**config.mk**
```make
export PLATFORM = sky130hd
export DESIGN_NAME = divider_seq
export DESIGN_NICKNAME = d
export VERILOG_FILES = /design/src/rtl/divider_seq.sv
export SDC_FILE = /design/constraint.sdc
export NUM_CORES = 1
export LEC_CHECK = 0
export CORE_ASPECT_RATIO = 0.6
export CORE_MARGIN = 2
export CORE_UTILIZATION = 55
export CTS_CLUSTER_DIAMETER = 200
export DETAILED_ROUTE_END_ITERATION = 10
export HOLD_SLACK_MARGIN = 0.15
export PLACE_DENSITY = 0.81
export SKIP_LAST_GASP = 1
export SYNTH_ARGS = -nofsm -noshare
export SYNTH_HDL_FRONTEND = slang
export SYNTH_SLANG_ARGS = --single-unit
```
**constraint.sdc**
```tcl
create_clock -name clk -period 6.25 [get_ports clk]
set_input_delay 1.25 -clock clk [delete_from_list [all_inputs] [get_ports clk]]
set_output_delay 1.25 -clock clk [all_outputs]
set_load 0.02 [all_outputs]
```
**src/rtl/divider_seq.sv**
```systemverilog
// Sequential unsigned restoring divider: one quotient bit per clock,
// IDLE -> RUN -> DONE handshake with a single-cycle done pulse.
module divider_seq #(
  parameter int WIDTH = 32
) (
  input  logic             clk,
  input  logic             rst,
  input  logic             start,
  input  logic [WIDTH-1:0] dividend,
  input  logic [WIDTH-1:0] divisor,
  output logic             busy,
  output logic             done,
  output logic [WIDTH-1:0] quotient,
  output logic [WIDTH-1:0] remainder,
  output logic             div_by_zero
);

  localparam int CW = $clog2(WIDTH + 1);

  typedef enum logic [1:0] {
    IDLE = 2'd0,
    RUN  = 2'd1,
    DONE = 2'd2
  } state_t;

  state_t           state;
  logic [CW-1:0]    cnt;
  logic [WIDTH-1:0] prem;
  logic [WIDTH-1:0] dq;
  logic [WIDTH-1:0] dvs;

  logic [WIDTH:0]   shifted;
  logic [WIDTH-1:0] diff;
  logic             qbit;
  logic [WIDTH-1:0] prem_next;
  logic [WIDTH-1:0] dq_next;

  // Shifted partial remainder is WIDTH+1 bits; on a successful trial the true
  // difference is below the divisor, so the low WIDTH bits of it are exact.
  always_comb begin
    shifted   = {prem, dq[WIDTH-1]};
    qbit      = (shifted >= {1'b0, dvs});
    diff      = shifted[WIDTH-1:0] - dvs;
    prem_next = qbit ? diff : shifted[WIDTH-1:0];
    dq_next   = {dq[WIDTH-2:0], qbit};
  end

  always_ff @(posedge clk or posedge rst) begin
    if (rst) begin
      state       <= IDLE;
      cnt         <= '0;
      prem        <= '0;
      dq          <= '0;
      dvs         <= '0;
      done        <= 1'b0;
      quotient    <= '0;
      remainder   <= '0;
      div_by_zero <= 1'b0;
    end else begin
      done <= 1'b0;
      case (state)
        IDLE: begin
          if (start) begin
            dvs         <= divisor;
            dq          <= dividend;
            prem        <= '0;
            cnt         <= CW'(WIDTH);
            div_by_zero <= 1'b0;
            if (divisor == '0) begin
              state       <= DONE;
              done        <= 1'b1;
              quotient    <= '1;
              remainder   <= dividend;
              div_by_zero <= 1'b1;
            end else begin
              state <= RUN;
            end
          end
        end
        RUN: begin
          prem <= prem_next;
          dq   <= dq_next;
          cnt  <= cnt - CW'(1);
          if (cnt == CW'(1)) begin
            state     <= DONE;
            done      <= 1'b1;
            quotient  <= dq_next;
            remainder <= prem_next;
          end
        end
        DONE:    state <= IDLE;
        default: state <= IDLE;
      endcase
    end
  end

  assign busy = (state != IDLE);

endmodule

```
==> results.json <==
{
  "status": "complete, no violations",
  "clkTransAtPathRegs_ns": 0.08,
  "synthToLayoutAreaGrowth_pct": 22.4,
  "avgViaCountPerCell": 6.01,
  "fin_tns_setup_ns": 0,
  "dieArea_um2": 17500,
  "pin_count": 134,
  "p_per_area_nw_per_um2": 684,
  "cts-htree-levels": 4,
  "place_congestion": 0.872,
  "crit_type": "primary input to register",
  "cp-start-kind": "primary input",
  "yosysWarnings": 0,
  "maxCapViolCount": 0,
  "cts-root-buf": "clkbuf_16",
  "track_usage_pct": 29.1,
  "place_inst": 1308,
  "drc": 0,
  "grt_first_pass_wirelength_um": 39400,
  "power_frac_clock_pct": 14.5,
  "drtPass1Iterations": 7,
  "p_total_mw": 7.55,
  "pwr-share-comb_pct": 59.2,
  "clock_path_buffers": 2,
  "max_freq_mhz": 226,
  "antenna_found_initial": 0,
  "io_buffers": 133,
  "grt_start_max_net_pins": 110,
  "synth-seq-cells": 170,
  "die_h_um": 103,
  "stdcell_count": 1340,
  "die_width_um": 169,
  "final_cell_mix": "nand2_1, dfrtp_1, clkdlybuf4s50_1, o21ai_0, nor2_1",
  "synthCells": 1019,
  "min-delay-start": "quotient[25]",
  "avgRoutedWirePerCell_um": 18.2,
  "final-hold-violation-count": 0,
  "fin_crit_sh_pct": 70.9,
  "rsz0062_at_grt": "false",
  "cts_tree": "built",
  "ant_nets": 0,
  "post_cts_resized": 0,
  "wl_um": 24300,
  "async_flop_share_pct": 100,
  "crit_start": "divisor[0]",
  "insertion_delay_ns": 0.43,
  "hold_depth": 2,
  "initial_core_util_pct": 55.9,
  "reg2reg_from": "prem[7]",
  "switching_share_pct": 48.0,
  "ys_seq_area_share_pct": 47.2,
  "worstHoldPathType": "register to register",
  "slew_viol_final": 0,
  "p_sw_mw": 3.62,
  "max_slew_margin_pct": 31.7,
  "ys_types": 54,
  "postCtsSetupBuffers": 0,
  "r2r_cells": 11,
  "synth_area_um2": 9020,
  "endpoint_kind": "register",
  "vias": 8053,
  "grt_pass1_vias": 7492,
  "syn-num-nets": 1121,
  "p_leak_nw": 4.89,
  "drive_gt1_share_pct": 5.92,
  "final_common_cell": "nand2_1",
  "worstPathArrival_ns": 4.78,
  "period_needed_ns": 4.43,
  "rows": 36,
  "avgSynthCellArea_um2": 8.85,
  "intPower_mw": 3.93,
  "nets": 1220,
  "worstPathMaxFanout": 96,
  "dp_hpwl_um": 17400,
  "cts_made_buffers": 17,
  "synth-edff-count": 0,
  "drt-initial-drc-count": 736,
  "overflow": 0,
  "finalSetupViolCount": 0,
  "tightest_slew_ns": 1.02,
  "insertedDiodeCount": 0,
  "vdd_ir_drop_max_mv": 0.354,
  "final.setup_skew_ns": 0.0132,
  "core_area_um2": 16100,
  "cts_hold_buf": 0,
  "ys.flop_type": "dfrtp_1",
  "p_seq_share_pct": 26.3,
  "cp.required_ns": 6.60,
  "clock-sinks": 170
}
## synth_stat cells (all sizes together), types with 3 or more instances
| cell | count | area share [%] |
|---|---|---|
| a211oi | 7 | 0.58 |
| a21o | 11 | 0.92 |
| a21oi | 45 | 2.5 |
| a22oi | 3 | 0.25 |
| a31oi | 38 | 2.6 |
| and2 | 4 | 0.28 |
| and3 | 8 | 0.55 |
| buf | 8 | 0.80 |
| clkbuf | 54 | 2.2 |
| dfrtp | 170 | 47 |
| ha | 34 | 4.7 |
| inv | 41 | 1.7 |
| mux2i | 24 | 2.7 |
| nand2 | 189 | 7.9 |
| nand2b | 5 | 0.35 |
| nand3 | 62 | 3.4 |
| nand4 | 10 | 0.69 |
| nor2 | 65 | 2.7 |
| nor2b | 3 | 0.21 |
| nor3 | 10 | 0.55 |
| nor4 | 10 | 0.69 |
| o211ai | 21 | 2.6 |
| o21ai | 128 | 7.1 |
| o21bai | 5 | 0.42 |
| o22ai | 3 | 0.21 |
| o31ai | 6 | 0.50 |
| or3 | 4 | 0.28 |
| xnor2 | 14 | 1.4 |
| xor2 | 14 | 1.4 |
## path summary, 6_finish.rpt
| path | to | slack (ns) |
|---|---|---|
| max reg2reg | remainder[20] | 1.99 |
| max in group asynchronous | dvs[14] | 3.83 |
| min | quotient[25] | 0.48 |
| max | remainder[12] | 1.82 |
| min reg2reg | quotient[25] | 0.48 |
| min in group asynchronous | quotient[5] | 1.33 |
## registers in the layout (all words and copies together), names as in the netlist
register	cells
dq	32
dvs	32
prem	32
quotient	32
remainder	32
cnt	6
state	2
div_by_zero	1
done	1
## layer usage
| layer | routed length, um | GRT usage [%] | vias to the layer above |
|---|---|---|---|
| li1 | - | - | 3784 |
| met4 | 289 | 6.38 | 0 |
| met5 | 0 | 0 | - |
| met1 | 11400 | 43.0 | 3893 |
| met2 | 10400 | 44.2 | 348 |
| met3 | 2160 | 6.85 | 28 |
## power by group through the flow
stage          clock (mW)  sequential, mW  combinational (mW)
4_1_cts              1.10            1.98                4.43
2_1_floorplan           0            2.12                3.01
3_3_place_gp            0            1.98                4.31
3_5_place_dp            0            1.99                4.40
5_1_grt              1.15            2.04                4.92
6_report             1.09            1.99                4.47
## logic make-up (layout without fill, tap and decap cells)
| logic type | Yosys count | in the layout | synth area share [%] |
|---|---|---|---|
| xor+xnor | 28 | 28 | 2.72 |
| compound gates | 283 | 283 | 19.6 |
| fa+ha+maj | 35 | 35 | 4.94 |
| flops | 170 | 170 | 47.2 |
| simple gates | 376 | 376 | 18.1 |
| mux | 24 | 24 | 2.66 |
| buf+inv | 103 | 215 | 4.76 |
## per-stage QoR
step	setup slack (ns)	cell area [um^2]	hold slack (ns)	util (%)
floorplan	0.397	9020	0.439	-
global route	1.58	11000	0.492	68.5
finish	1.82	11000	0.481	68.5
detailed placement	1.51	10400	0.471	64.7
CTS	1.91	11000	0.484	68.5
global placement	1.48	10400	0.462	64.7
## critical path, stage by stage
cell             delay, ns
clkdlybuf4s50_1       0.42
nor4_1                0.48
nand4_1               0.31
nor2_1                0.42
o22ai_4               0.10
buf_4                 0.40
inv_1                 0.83
o21ai_0               0.31
o21ai_1               0.21
## layout make-up
type,count,area [um^2]
clock buffers,17,425
repair buffers,142,1400
inverters,41,159
clock inverters,15,178
multi-input cells,746,4360
flip-flops and latches,170,4250
fillers,1301,5090
well taps,209,262
No activity file was read; power rests on OpenSTA's default activity.
